--- src/rtl/rf_wport_arbiter.sv ---
// Register-file write-port arbiter: WB has priority, LL is forced through after
// MAX_WAIT refusals. A scoreboard stalls decode on registers still owed by LL.
module rf_wport_arbiter #(
    parameter int MAX_WAIT = 4
) (
    input  logic        clk_i,
    input  logic        rst_i,
    input  logic        wb_we_i,
    input  logic [4:0]  wb_rd_i,
    input  logic [31:0] wb_dat_i,
    output logic        hold_o,
    input  logic        ll_valid_i,
    input  logic [4:0]  ll_rd_i,
    input  logic [31:0] ll_dat_i,
    output logic        ll_ready_o,
    input  logic        ll_issue_i,
    input  logic [4:0]  ll_issue_rd_i,
    input  logic [4:0]  id_rs1_i,
    input  logic [4:0]  id_rs2_i,
    output logic        stall_o,
    output logic        rf_we_o,
    output logic [4:0]  rf_rd_o,
    output logic [31:0] rf_wd_o
);

    typedef struct packed {
        logic [4:0]  rd;
        logic [31:0] dat;
    } wr_req_t;

    localparam logic [3:0] WAIT_LIM = 4'(MAX_WAIT);

    logic        buf_valid;
    wr_req_t     buf_q;
    logic [3:0]  wait_cnt;
    logic [31:0] pending;
    logic [31:0] pending_nxt;
    logic        ll_wr_q;

    logic        starve;
    logic        grant_buf;
    logic        grant_wb;
    logic        grant_ll;
    logic        capture_wb;
    logic        wr_en;
    wr_req_t     wr_sel;

    // Buffer drains first, so the buffer can never be refilled while full.
    always_comb begin
        starve     = (wait_cnt >= WAIT_LIM);
        grant_buf  = buf_valid;
        grant_wb   = !buf_valid && wb_we_i && !starve;
        grant_ll   = !buf_valid && ll_valid_i && (starve || !wb_we_i);
        capture_wb = grant_ll && wb_we_i;
        wr_en      = grant_buf || grant_wb || grant_ll;
        wr_sel     = '0;
        if (grant_buf) begin
            wr_sel = buf_q;
        end else if (grant_wb) begin
            wr_sel.rd  = wb_rd_i;
            wr_sel.dat = wb_dat_i;
        end else if (grant_ll) begin
            wr_sel.rd  = ll_rd_i;
            wr_sel.dat = ll_dat_i;
        end
    end

    assign ll_ready_o = grant_ll && rst_i;
    assign hold_o     = buf_valid && rst_i;
    assign stall_o    = pending[id_rs1_i] | pending[id_rs2_i];

    // Clear lands when the LL write is on rf_*; a same-cycle new issue wins.
    always_comb begin
        pending_nxt = pending;
        if (ll_wr_q) begin
            pending_nxt[rf_rd_o] = 1'b0;
        end
        if (ll_issue_i && (ll_issue_rd_i != 5'd0)) begin
            pending_nxt[ll_issue_rd_i] = 1'b1;
        end
        pending_nxt[0] = 1'b0;
    end

    always_ff @(posedge clk_i) begin
        if (!rst_i) begin
            buf_valid <= 1'b0;
            buf_q     <= '0;
            wait_cnt  <= '0;
            pending   <= '0;
            ll_wr_q   <= 1'b0;
            rf_we_o   <= 1'b0;
            rf_rd_o   <= '0;
            rf_wd_o   <= '0;
        end else begin
            buf_valid <= capture_wb;
            if (capture_wb) begin
                buf_q.rd  <= wb_rd_i;
                buf_q.dat <= wb_dat_i;
            end

            if (ll_ready_o || !ll_valid_i) begin
                wait_cnt <= '0;
            end else if (wait_cnt != 4'hf) begin
                wait_cnt <= wait_cnt + 4'd1;
            end

            pending <= pending_nxt;
            ll_wr_q <= grant_ll;

            rf_we_o <= wr_en && (wr_sel.rd != 5'd0);
            if (wr_en) begin
                rf_rd_o <= wr_sel.rd;
                rf_wd_o <= wr_sel.dat;
            end
        end
    end

endmodule

--- config.mk ---
export PLATFORM = sky130hd
export DESIGN_NAME = rf_wport_arbiter
export DESIGN_NICKNAME = d
export VERILOG_FILES = /design/src/rtl/rf_wport_arbiter.sv
export SDC_FILE = /design/constraint.sdc
export NUM_CORES = 1
export LEC_CHECK = 0
export CAP_MARGIN = 20
export CORE_UTILIZATION = 45
export DETAILED_ROUTE_END_ITERATION = 7
export GPL_ROUTABILITY_DRIVEN = 0
export GPL_TIMING_DRIVEN = 0
export MAX_ROUTING_LAYER = met4
export PLACE_DENSITY_LB_ADDON = 0.25
export SYNTH_ARGS = -nofsm -noshare
export SYNTH_HDL_FRONTEND = slang
export SYNTH_SLANG_ARGS = --single-unit
--- constraint.sdc ---
create_clock -name clk_i -period 4.75 [get_ports clk_i]
set_clock_uncertainty 0.05 [all_clocks]
set_input_delay 1.1875 -clock clk_i [delete_from_list [all_inputs] [get_ports clk_i]]
set_output_delay 1.1875 -clock clk_i [all_outputs]
set_load 0.005 [all_outputs]
==> results of run 1 <==
==> area by class of cell <==
class / count / share of cell area (%)
repair buffers: 128 / 17.7
clock inverters: 4 / 0.398
inverters: 3 / 0.156
clock buffers: 12 / 3.55
flip-flops and latches: 112 / 31.0
plain buffers: 53 / 2.88
well taps: 143 / 2.48
multi-input cells: 493 / 41.8
==> registers in the layout, summed over array words and instances (netlist names) <==
register / count
buf_q: 37
rf_wd_o: 32
pending: 31
rf_rd_o: 5
wait_cnt: 4
buf_valid: 1
ll_wr_q: 1
rf_we_o: 1
==> how the worst min path moves through the flow <==
stage | end | slack [ns]
floorplan | buf_q[34] | 0.39
global placement | buf_q[7] | 0.40
detailed placement | buf_q[33] | 0.41
CTS | buf_q[33] | 0.42
global route | buf_q[10] | 0.44
finish | buf_q[33] | 0.42
==> placed cells by master (no fill, tap or decap), types with 2 or more instances in the layout <==
master,count
clkdlybuf4s50_1,127
and2_1,4
a221oi_1,32
inv_1,3
clkbuf_8,2
mux2i_1,4
a21boi_0,70
nand3_1,43
nor2_1,16
and3_1,5
nor3b_1,5
clkinvlp_4,2
dfxtp_1,112
or2_2,2
mux2_2,2
clkbuf_16,9
buf_2,6
nand3b_1,8
nor2b_1,37
nor3_1,5
a21oi_1,36
o21ai_0,33
clkbuf_2,2
clkbuf_1,37
a211oi_1,2
buf_1,10
or3b_2,3
mux4_2,14
nand2_1,149
and3b_1,3
a31oi_1,3
==> critical path, stage by stage <==
cell,delay [ns]
clkdlybuf4s50_1,0.64
mux4_2,0.54
mux2_2,0.28
a31oi_1,0.16
o2111ai_1,0.12
clkdlybuf4s50_1,0.45
==> metrics by stage <==
stage	worst slack, ns	instance area, sq um	cells
after global routing	0.0345	7220	948
after detailed placement	0.108	6930	931
after floorplan	0.992	5480	661
after CTS	0.104	7220	947
final	0.130	7220	948
after global placement	0.104	6930	931
==> cell families after synthesis <==
| family | Yosys count |
|---|---|
| and+or+nand+nor | 286 |
| AOI/OAI and AO/OA | 185 |
| DFF | 112 |
| buffers and inverters | 56 |
| muxes | 20 |
| xor gates and xnor gates | 1 |
| adders and majority gates | 1 |
==> routing by layer <==
| metal | wire length [um] | GRT usage, % | vias to the layer above |
|---|---|---|---|
| li1 | - | - | 2617 |
| met1 | 7360 | 34.8 | 2662 |
| met2 | 8260 | 46.3 | 244 |
| met3 | 1180 | 3.89 | 27 |
| met4 | 313 | 11.2 | 0 |
| met5 | 0 | - | - |
==> power by group <==
group / leakage, nW / switching (mW) / total (mW) / internal [mW]
sequential: 0.914 / 0.0266 / 1.00 / 0.976
combinational: 1.44 / 0.155 / 0.336 / 0.181
clock: 0.135 / 0.351 / 0.737 / 0.386
==> metrics.md, run 1 <==
| Metric | Value |
|---|---|
| Synth Area in Adders | `0.228%` |
| Post_cts resized | `0` |
| Hold violation count in the final report | `0` |
| Post-synthesis mux area share | `under 10%` |
| Layout cells sized above 1 | `around 5.7%` |
| Critical path type | `input pin to output port` |
| P&R area growth vs syn | `31.8%` |
| Antenna violations before repair | `0` |
| Worst setup startpoint | `id_rs2_i[0]` |
| Vias in the first global route | `5589` |
| Syn Area/Cell | `8.29 sq um` |
| First-pass GRT wire length | `27200 um` |
| Leakage | `2.49 nW` |
| H-Tree Depth | `3` |
| Num rows | `39` |
| Number of diodes | `0` |
| Warnings from Yosys | `0` |
| Outcome | `finished clean` |
| PD cells | `287 mW/mm^2` |
| Number of post-CTS setup repair buffers | `0` |
| Reg2Reg Capture Point | `rf_wd_o[3]` |
| GRT Total Usage | `28.0%` |
| Final period util | `between 90 and 100%` |
| Clock Tree Buf Depth | `2` |
| Skew-Pair Late Insertion Delay | `0.35 ns` |
| Synth Cell Area | `0.00548 sq mm` |
| Min Hold Slack | `0.420 ns` |
| FF-to-FF Start | `wait_cnt[3]` |
| Starting density of the core | `47.0%` |
| Main combinational cell family by area after synthesis | `simple AND/OR/NAND/NOR gates` |
| Multi-input gate area | `0.00302 sq mm` |
| CP max FO | `5` |
| Worst R2R Setup Slack | `2.67 ns` |
| Post-synth top flop | `dfxtp_1` |
| CTS buffer count | `9` |
| Hold_buf cts | `0` |
| Setup TNS | `0 ns` |
| Leading area contributor after synthesis | `dfxtp_1` |
| Synth Register Bits | `around 110` |
| Critical path arrival | `3.38 ns` |
| Register area share after synthesis | `40.9%` |
| Post-DRT Antenna Nets | `0` |
| Largest net degree at the start of global routing | `18` |
| Total power | `2.08 mW` |
| Post-synthesis compound-gate area fraction | `23.1%` |
| Final WL | `17100 um` |
| Count leader, synth | `nand2_1` |
| Worst EP required | `3.51 ns` |
| Total Die Area | `0.0126 sq mm` |
| Vias per inst | `5.85` |
| Drt first pass iters | `4` |
| IO Count | `roughly 140` |
| Worst setup path endpoint | `stall_o` |
| Remaining DRCs | `0` |
| Slew HR | `49.5%` |
| Cells after Synth | `661` |
| Top cells by area, synth | `dfxtp_1 (41%), nand2_1 (10%), a21boi_0 (9.6%)` |
| Clock Tree Root | `clkbuf_16` |
| Cells on worst reg2reg path | `7` |
| Post-synth top cells | `nand2_1 (149), dfxtp_1 (112), a21boi_0 (70)` |
| Min-Delay Path Depth | `2` |
| Die H | `112 um` |
| Worst-path clk slew | `0.07 ns` |
| Clock sinks | `112` |
| Final setup vio count | `0` |
| Worst-margin pin slew | `roughly 0.75 ns` |
| Die Wd | `112 um` |
| Simple-gate area share of the yosys netlist | `24.8%` |
| Post-synth EDFFs | `0` |
| GRT Residual Overflow | `0` |
| Mapped Nets | `756` |
| Synth unique cells | `between 40 and 50` |
| Max-slew violations | `0` |
| Max Cap Viol | `0` |
| Register area | `0.00224 sq mm` |
| FFs w/ async S/R, synth | `0%` |
| Core Footprint | `0.0117 sq mm` |
| Initial DRC count | `381` |
| RSZ-0062 raised after global routing | `no` |
| Xor/xnor share of the synthesized area | `0.160%` |
| Startpoint types | `input pin` |
| Hold crit path type | `register to register` |
| Hold path start | `buf_q[33]` |
| Final Util | `roughly 62%` |
| VDD IR max | `about 0.17 mV` |
| CP Capture Type | `output port` |
| WL per Instance | `18.0 um` |
| # nets final | `895` |
| Dpl hpwl | `between 10000 and 15000 um` |
| Fill count | `about 1.0k` |
| Total number of vias | `roughly 5.6k` |
| Port bufs | `between 100 and 150` |
| Share of the synthesized area in the top cell type | `between 40% and 50%` |
| Fmax | `about 220 MHz` |
| CTS tree | `done` |
| Min Clock Period, post-route | `4.62 ns` |
Note: power is estimated with default switching activity, not from simulation.
==> run 2, diff against run 1 <==
--- a/config.mk
+++ b/config.mk
@@ -6,9 +6,8 @@
 export NUM_CORES = 1
 export LEC_CHECK = 0
 export CAP_MARGIN = 20
-export CORE_UTILIZATION = 45
+export CORE_UTILIZATION = 48
 export DETAILED_ROUTE_END_ITERATION = 7
-export GPL_ROUTABILITY_DRIVEN = 0
 export GPL_TIMING_DRIVEN = 0
 export MAX_ROUTING_LAYER = met4
 export PLACE_DENSITY_LB_ADDON = 0.25
==> run 2 against run 1 <==
Register-to-register slack lost 0.05 ns; clock power is 5.7% lower; sequential share of layout area up 0.11 points; die area fell by 6.1%; worst setup slack improved by 0.10 ns; via count grew 0.43%; combinational power about the same; core utilization increased by 3.6 points; first-iteration DRC count grew 25%; power down 1.9%; flip-flop and latch count unchanged; worst hold slack barely moved; critical path type unchanged; largest power group unchanged.
==> metrics.md, run 2 (synthesis gave the netlist of run 1 again) <==
| Metric | Value |
|---|---|
| Critical path arrival | `3.28 ns (-0.10 ns)` |
| H-Tree Depth | `3 (unchanged)` |
| Final WS setup | `0.232 ns (+0.102 ns)` |
| Antenna violations before repair | `0 (unchanged)` |
| Final setup vio count | `0 (unchanged)` |
| Hold_buf cts | `0 (unchanged)` |
| Number of diodes | `0 (unchanged)` |
| Cells on worst reg2reg path | `6 (-1)` |
| Max reg flops | `37 (unchanged)` |
| Startpoint types | `input pin` |
| # nets final | `894 (-0.11%)` |
| Total number of vias | `5574 (+0.43%)` |
| Vias in the first global route | `5395 (-3.5%)` |
| Worst-path clk slew | `0.07 ns (about the same)` |
| Final Util | `65.5% (+3.6 points)` |
| Skew-Pair Late Insertion Delay | `0.35 ns (about the same)` |
| RePlAce Congestion | `roughly 0.89` |
| Clock Tree Root | `clkbuf_16` |
| Clock sinks | `112 (unchanged)` |
| Hold crit path type | `register to register` |
| CTS tree | `done` |
| Port bufs | `127 (unchanged)` |
| Die Wd | `109 um (-3.1%)` |
| Slew HR | `26.1% (-23 points)` |
| Outcome | `finished clean` |
| Core Footprint | `0.0110 sq mm (-5.8%)` |
| Min Clock Period, post-route | `4.52 ns (-0.102 ns)` |
| CP Capture Type | `output port` |
| Most common cell after layout, fill and taps aside | `nand2_1` |
| Reg2Reg Capture Point | `buf_q[20]` |
| Worst R2R Setup Slack | `2.62 ns (-0.05 ns)` |
| GRT Total Usage | `29.8% (+1.8 points)` |
| P&R area growth vs syn | `31.3%` |
| IO Count | `135 (unchanged)` |
| Pre-CTS WS | `0.0709 ns (-0.0373 ns)` |
| Final WL | `17000 um (-0.90%)` |
| Drt first pass iters | `5 (+1)` |
| Layout cells sized above 1 | `5.47% (-0.24 points)` |
| RSZ-0062 raised after global routing | `no` |
| Vias per inst | `5.90 (+0.86%)` |
| Fmax | `221 MHz (+2.3%)` |
| Min-Delay Path Depth | `2 (unchanged)` |
| Number of post-CTS setup repair buffers | `0 (unchanged)` |
| Critical path type | `input pin to output port` |
| Final period util | `95.1% (-2.1 points)` |
| Leakage | `2.48 nW (-0.19%)` |
| Reg with most FFs | `buf_q` |
| Remaining DRCs | `0 (unchanged)` |
| Largest net degree at the start of global routing | `18 (unchanged)` |
| VDD IR max | `0.164 mV (-3.8%)` |
| Worst-margin pin slew | `1.11 ns (+0.352 ns)` |
| Worst hold endpoint | `buf_q[7]` |
| Setup TNS | `0 ns (unchanged)` |
| Max Cap Viol | `0 (unchanged)` |
| GRT Residual Overflow | `0 (unchanged)` |
| Hold violation count in the final report | `0 (unchanged)` |
| Top flop regs | `buf_q x37, rf_wd_o x32, pending x31` |
| Post_cts resized | `0 (unchanged)` |
| Num rows | `38 (-2.6%)` |
| WL per Instance | `18.0 um (-0.48%)` |
| Worst EP required | `3.51 ns (about the same)` |
| Total Die Area | `0.0118 sq mm (-6.1%)` |
| First-pass GRT wire length | `26500 um (-2.4%)` |
| Max-slew violations | `0 (unchanged)` |
| Die H | `109 um (-3.1%)` |
| Hold path start | `buf_q[7]` |
| Clock Tree Buf Depth | `2 (unchanged)` |
| CP max FO | `10 (+5)` |
| Dpl hpwl | `12300 um (-1.1%)` |
| Initial DRC count | `476 (+25%)` |
| Starting density of the core | `49.9% (+2.9 points)` |
| Total power | `2.04 mW (-1.9%)` |
| PD cells | `283 mW/mm^2 (-1.6%)` |
| Most frequent cells in the layout | `nand2_1 (149), clkdlybuf4s50_1 (126), dfxtp_1 (112)` |
| CTS buffer count | `9 (unchanged)` |
| Post-DRT Antenna Nets | `0 (unchanged)` |
| Fill count | `912 (-13%)` |
| FF-to-FF Start | `wait_cnt[3]` |
-- run 2: cell types whose count changed in the layout (fill, tap and decap cells not counted), sizes merged --
cell,change
dlymetal6s2s,+1
clkdlybuf4s50,-1
clkinv,+1
clkbuf,-2
-- run 2: how the worst max path moves through the flow --
| stage | from | to | slack (ns) |
|---|---|---|---|
| floorplan | id_rs2_i[2] | stall_o | 0.99 |
| global placement | ll_valid_i | ll_ready_o | 0.11 |
| detailed placement | id_rs2_i[0] | stall_o | 0.07 |
| CTS | id_rs2_i[0] | stall_o | 0.06 |
| global route | ll_valid_i | ll_ready_o | 0.11 |
| finish | ll_valid_i | ll_ready_o | 0.23 |
-- run 2: final cells by class --
cell class,count,area (sq um),share of cell area (%)
Sequential cell,112,2240,31.2
Timing Repair Buffer,127,1270,17.7
Clock inverter,5,33.8,0.469
Buffer,53,208,2.89
Tap cell,140,175,2.43
Inverter,3,11.3,0.156
Multi-Input combinational cell,493,3020,42.0
Clock buffer,11,233,3.23
-- run 2: per-layer routing --
layer,wire [um],global-route usage (%),vias up
met5,0,-,-
met4,396,12.3,0
li1,-,-,2620
met3,1200,3.95,34
met1,7440,38.8,2639
met2,7920,47.0,281
-- run 2: report_power, final --
group,internal [mW],switching (mW),total (mW)
clock network,0.356,0.339,0.695
registers,0.976,0.0264,1.00
logic,0.181,0.157,0.338
-- run 2: through the flow --
stage               std cells  instance area, sq um  hold WS [ns]
floorplan                 661                  5480         0.388
global placement          928                  6930         0.401
detailed placement        928                  6930         0.411
CTS                       944                  7190         0.422
global route              944                  7200         0.441
finish                    944                  7200         0.420
-- run 2: critical path, stage by stage --
cell,delay (ns)
clkdlybuf4s50_1,0.56
clkbuf_2,0.27
buf_2,0.30
nand2_1,0.13
nor3_1,0.27
clkdlybuf4s50_1,0.57
